<file path="src/rtl/instr_mem_ctrl.sv">
// Instruction memory for the fetch path: valid/ready fetch port with a 1-cycle registered
// response, a direct write port, and a bulk-load engine that streams words into sequential addresses.
module instr_mem_ctrl #(
  parameter int                 INSTR_W  = 30,
  parameter int                 DEPTH    = 64,
  parameter int                 ADDR_W   = 6,
  parameter logic [INSTR_W-1:0] INIT_VAL = INSTR_W'(1)
) (
  input  logic                clk,
  input  logic                rst_n,
  input  logic                fetch_valid,
  input  logic [ADDR_W-1:0]   fetch_addr,
  output logic                fetch_ready,
  output logic                rsp_valid,
  input  logic                rsp_ready,
  output logic [INSTR_W-1:0]  rsp_data,
  output logic                rsp_err,
  input  logic                wr_en,
  input  logic [ADDR_W-1:0]   wr_addr,
  input  logic [INSTR_W-1:0]  wr_data,
  input  logic                load_start,
  input  logic [ADDR_W-1:0]   load_base,
  input  logic [ADDR_W:0]     load_count,
  input  logic                load_valid,
  input  logic [INSTR_W-1:0]  load_data,
  output logic                load_busy,
  output logic                load_done
);

  typedef enum logic {RUN, LOAD} state_t;

  state_t              state;
  logic [ADDR_W-1:0]   ptr;
  logic [ADDR_W:0]     remaining;

  // Power-up image only; reset deliberately leaves the array untouched.
  logic [INSTR_W-1:0]  mem [DEPTH] = '{default: INIT_VAL};

  logic                fetch_in_range;
  logic                wr_in_range;
  logic                fetch_fire;
  logic                bypass;
  logic                mem_we;
  logic [ADDR_W-1:0]   mem_waddr;
  logic [INSTR_W-1:0]  mem_wdata;
  logic [INSTR_W-1:0]  read_word;
  logic [ADDR_W-1:0]   ptr_next;

  assign fetch_in_range = 32'(fetch_addr) < DEPTH;
  assign wr_in_range    = 32'(wr_addr) < DEPTH;
  assign fetch_ready    = (state == RUN) && !load_start && (!rsp_valid || rsp_ready);
  assign fetch_fire     = fetch_valid && fetch_ready;
  assign bypass         = (state == RUN) && wr_en && wr_in_range && (wr_addr == fetch_addr);
  assign read_word      = mem[fetch_addr];
  assign ptr_next       = (32'(ptr) == DEPTH - 1) ? '0 : ptr + ADDR_W'(1);

  // The load engine owns the write port while in LOAD; direct writes are dropped then.
  always_comb begin
    mem_we    = 1'b0;
    mem_waddr = wr_addr;
    mem_wdata = wr_data;
    if (state == LOAD) begin
      mem_we    = load_valid;
      mem_waddr = ptr;
      mem_wdata = load_data;
    end else begin
      mem_we    = wr_en && wr_in_range;
    end
  end

  always_ff @(posedge clk) begin
    if (mem_we) begin
      mem[mem_waddr] <= mem_wdata;
    end
  end

  // Response register: new data on accept, otherwise held until consumed.
  always_ff @(posedge clk or negedge rst_n) begin
    if (!rst_n) begin
      rsp_valid <= 1'b0;
      rsp_data  <= '0;
      rsp_err   <= 1'b0;
    end else if (fetch_fire) begin
      rsp_valid <= 1'b1;
      rsp_err   <= !fetch_in_range;
      if (!fetch_in_range) begin
        rsp_data <= INIT_VAL;
      end else if (bypass) begin
        rsp_data <= wr_data;
      end else begin
        rsp_data <= read_word;
      end
    end else if (rsp_ready) begin
      rsp_valid <= 1'b0;
    end
  end

  always_ff @(posedge clk or negedge rst_n) begin
    if (!rst_n) begin
      state     <= RUN;
      load_busy <= 1'b0;
      load_done <= 1'b0;
      ptr       <= '0;
      remaining <= '0;
    end else begin
      load_done <= 1'b0;
      case (state)
        RUN: begin
          if (load_start) begin
            if (load_count == '0) begin
              load_done <= 1'b1;
            end else begin
              state     <= LOAD;
              load_busy <= 1'b1;
              ptr       <= ADDR_W'(32'(load_base) % DEPTH);
              remaining <= load_count;
            end
          end
        end
        LOAD: begin
          if (load_valid) begin
            ptr       <= ptr_next;
            remaining <= remaining - (ADDR_W + 1)'(1);
            if (remaining == (ADDR_W + 1)'(1)) begin
              state     <= RUN;
              load_busy <= 1'b0;
              load_done <= 1'b1;
            end
          end
        end
        default: state <= RUN;
      endcase
    end
  end

endmodule

</file>
<file path="config.mk">
export PLATFORM = sky130hd
export DESIGN_NAME = instr_mem_ctrl
export DESIGN_NICKNAME = d
export VERILOG_FILES = /design/src/rtl/instr_mem_ctrl.sv
export SDC_FILE = /design/constraint.sdc
export NUM_CORES = 2
export LEC_CHECK = 0
export BUFFER_PORTS_ARGS = -buffer_cell sky130_fd_sc_hd__buf_2
export CAP_MARGIN = 40
export CORE_UTILIZATION = 45
export CTS_BUF_LIST = sky130_fd_sc_hd__clkbuf_4
export CTS_CLUSTER_DIAMETER = 60
export DETAILED_ROUTE_END_ITERATION = 7
export GPL_ROUTABILITY_DRIVEN = 0
export GPL_TIMING_DRIVEN = 1
export PLACE_DENSITY = 0.73
export SYNTH_ARGS = -nofsm -noshare
export SYNTH_HDL_FRONTEND = slang
export SYNTH_SLANG_ARGS = --single-unit
</file>
<file path="constraint.sdc">
create_clock -name clk -period 3.13 [get_ports clk]
set_clock_uncertainty 0.15 [all_clocks]
set_input_delay 0.4695 -clock clk [delete_from_list [all_inputs] [get_ports clk]]
set_output_delay 0.4695 -clock clk [all_outputs]
set_load 0.01 [all_outputs]
</file>
==> results.ini <==
[worst_setup_path]
worst_r2r_path_depth=5
timing.critical_path.from_type=flip-flop
path_class=flip-flop to flip-flop
critPathRequiredTime_ps=4050
setup.worst_path.end_class=flip-flop
critical_path.reg2reg.endpoint=mem[54][7]$_DFFE_PP_
maximum_fanout_count_along_the_critical_path=24
worstReg2RegStart=state$_DFF_PN0_
cp.arrival_ps=4050
regToRegSetupSlack_ps=8

[flow_run]
maxCapViolCount=0

[sta]
clock.fmax_mhz=320
finalHoldViolations=0
final_max_slew_viol_count=0
timing.slew.headroom=0.392
max_slew.worst_pin.slew_ps=908
final.period_utilization=0.998
finalSetupViolCount=0
layout_min_cycle_time_ps=3120

[grt]
met1_usage=0.307
wire_length_of_the_first_global_routing_pass_um=291000
grt.overflow.total=0
largest_net_degree_at_the_start_of_global_routing=66
grt_use_met3=0.0490
use_met2=0.373
grt_pass1_vias=43174
grt_antenna_before_repair=8
busiest_layer=met2
track_usage=0.233

[floorplan]
die_footprint_um2=172000
start_util=0.456
die_height_um=414
die_width_um=414
io-pin-count=127
rows=150
std_cell_core_area_um2=168000

[clock_tree]
number_of_cts_inserted_buffers=473
tritoncts_num_sinks=1967
tritoncts=built
clkTransAtPathRegs_ps=70
clk_latency_ps=1350
clock_tree.htree_level_count=5
root_buffer=sky130_fd_sc_hd__clkbuf_4
clock_tree.buffer_depth=4

[synth]
proportion_of_synthesized_chip_area_in_sequential_cells=0.769
synth_area_leaders=sky130_fd_sc_hd__edfxtp_1 (75%), sky130_fd_sc_hd__mux4_2 (13%), sky130_fd_sc_hd__mux2i_1 (2.1%)
synth_area_um2=76500
ys_ff_latch=1967
synth-edff-count=1920
yosysTopAreaCellShare=0.753
synthesized_net_count=3629
share_of_flip_flops_with_an_asynchronous_set_or_reset=0.0239
synth_cell_type_count=58
synth.yosys.warnings=0
synthCells=3534
syn_avg_cell_area_um2=21.7
synth-main-ff-cell=sky130_fd_sc_hd__edfxtp_1
synth_largest_area_cell=sky130_fd_sc_hd__edfxtp_1

[layout]
final_net_count=4590
final_layout_size_suffix_gt1_frac=0.385
fillCellCount=12264
seqCellArea_um2=58800
most-common-layout-cells=sky130_fd_sc_hd__edfxtp_1 (1920), sky130_fd_sc_hd__clkbuf_4 (696), sky130_fd_sc_hd__mux4_2 (438)
fin_area_um2=91300
fin_cells=7063
layout_commonest_cell=sky130_fd_sc_hd__edfxtp_1
multi_input_comb_area_um2=17000
layout-area-overhead-vs-synth_pct=19.2

[power_and_ir_drop]
peakVddDrop_v=0.000437
cellPowerDensity_nw_per_um2=673
p_leak_nw=30.4

[placed_design]
placed_cells_incl_taps=6067
place.detailed.hpwl_um=122000
placed_standard_cell_area_um2=83800
place.port_buffers=125

[detailed_routing]
post_drt_wl_per_cell_um=28.5
via_per_inst=5.97
detailedRoute.firstPassIterationCount=6
detail-route-antenna-nets=0
number_of_remaining_drc_errors=0
drt-initial-drc-count=5328
vias=42172
detail_route.wirelength_um=201000

[outcome]
outcome=finished clean

[min_path]
hold_class=input pin to asynchronous set/reset pin

cells by family after synthesis:
group / Yosys count / synth area share
DFF: 1967 / 0.769
muxes: 700 / 0.165
AOI/OAI and AO/OA: 365 / 0.0324
and+or+nand+nor: 289 / 0.0175
buffers and inverters: 204 / 0.0155
xor gates and xnor gates: 5 / 0.000572
adders and majority gates: 3 / 0.000490
other: 1 / 0.0000490
stage by stage:
stage               power, mW  utilization  setup slack [ps]  setup TNS, ps  hold slack, ps
CTS                      61.6        0.543              9.14              0            4.45
finish                   61.4        0.543              7.63              0             122
detailed placement       41.0        0.499              -137           -556             233
global placement         40.6        0.496              -588          -2020             227
floorplan                36.7            -              -292        -374380            23.9
global route             63.6        0.543             -40.3          -40.3            35.4
report_power, final:
| part | switching (mW) | internal [mW] | leakage [nW] |
|---|---|---|---|
| Combinational | 5.72 | 3.22 | 9.04 |
| Clock | 9.84 | 10.4 | 3.48 |
| Sequential | 0.569 | 31.7 | 17.8 |
layout make-up:
type	instances	share of cell area
sequential	1967	0.645
multi-input combinational	1363	0.187
timing repair buffer	682	0.0742
clock buffer	696	0.0573
tap	2204	0.0302
clock inverter	131	0.00642
inverter	8	0.000329
antenna	12	0.000329
worst max path at each step:
stage | to | slack (ps) | from | cells past startpoint
3_3_place_gp | rsp_data[27]$_DFFE_PN0P_ | -590 | fetch_addr[1] | 11
6_report | mem[54][7]$_DFFE_PP_ | 8 | state$_DFF_PN0_ | 5
2_1_floorplan | mem[24][0]$_DFFE_PP_ | -290 | state$_DFF_PN0_ | 6
4_1_cts | fetch_ready | 9 | state$_DFF_PN0_ | 3
3_5_place_dp | rsp_data[6]$_DFFE_PN0P_ | -140 | fetch_addr[1] | 9
5_1_grt | fetch_ready | -40 | state$_DFF_PN0_ | 3
registers in the layout (all words and copies together), names as in the netlist:
register,flops
load_busy,1
ptr,6
rsp_valid,1
load_done,1
state,1
rsp_data,30
mem,1920
remaining,7
critical path, stage by stage, from the launching register on:
cell and delay [ps]:
sky130_fd_sc_hd__dfrtp_2 440, sky130_fd_sc_hd__buf_4 200, sky130_fd_sc_hd__buf_4 200, sky130_fd_sc_hd__mux2_2 260, sky130_fd_sc_hd__dlygate4sd3_1 1150, sky130_fd_sc_hd__buf_4 410
metal layers:
| layer | up-vias | share of wire |
|---|---|---|
| li1 | 17171 | - |
| met1 | 21744 | 0.36 |
| met2 | 2802 | 0.49 |
| met3 | 455 | 0.11 |
| met4 | 0 | 0.043 |
| met5 | - | 0 |
Yosys cell counts, types with 6 or more instances:
library cell                   n
sky130_fd_sc_hd__inv_1         8
sky130_fd_sc_hd__a221oi_1     19
sky130_fd_sc_hd__o22ai_1      37
sky130_fd_sc_hd__buf_4        48
sky130_fd_sc_hd__o2bb2ai_1     7
sky130_fd_sc_hd__dfrtp_1      47
sky130_fd_sc_hd__nor2b_1      32
sky130_fd_sc_hd__buf_1        14
sky130_fd_sc_hd__buf_2        56
sky130_fd_sc_hd__or4_1         6
sky130_fd_sc_hd__edfxtp_1   1920
sky130_fd_sc_hd__o211ai_1     12
sky130_fd_sc_hd__a22oi_1      63
sky130_fd_sc_hd__nand2_1      69
sky130_fd_sc_hd__mux2i_1     161
sky130_fd_sc_hd__nand3_1      15
sky130_fd_sc_hd__a31oi_1       7
sky130_fd_sc_hd__o21ai_0      43
sky130_fd_sc_hd__nor2_1      112
sky130_fd_sc_hd__mux4_2      438
sky130_fd_sc_hd__a2111oi_0    14
sky130_fd_sc_hd__o22a_1        6
sky130_fd_sc_hd__and2_1        6
sky130_fd_sc_hd__o21a_1        8
sky130_fd_sc_hd__a221o_1      12
sky130_fd_sc_hd__mux2_2      101
sky130_fd_sc_hd__clkbuf_1     56
sky130_fd_sc_hd__a21oi_1      85
sky130_fd_sc_hd__nor3_1       12
sky130_fd_sc_hd__and3_1       10
sky130_fd_sc_hd__nand2b_1     10
sky130_fd_sc_hd__a32oi_1       7
sky130_fd_sc_hd__buf_6        21
sky130_fd_sc_hd__a211oi_1     28
what timing repair did:
item / 4_1_cts / 5_1_grt
endpoints found under the setup margin: 1 / 36
hold endpoints to repair: 2783 / 72
pin swaps: 0 / 2
resized for setup: 2 / 6
hold buffers: 152 / 2
setup buffers: 1 / 3
Note: power is estimated with default switching activity, not from simulation.
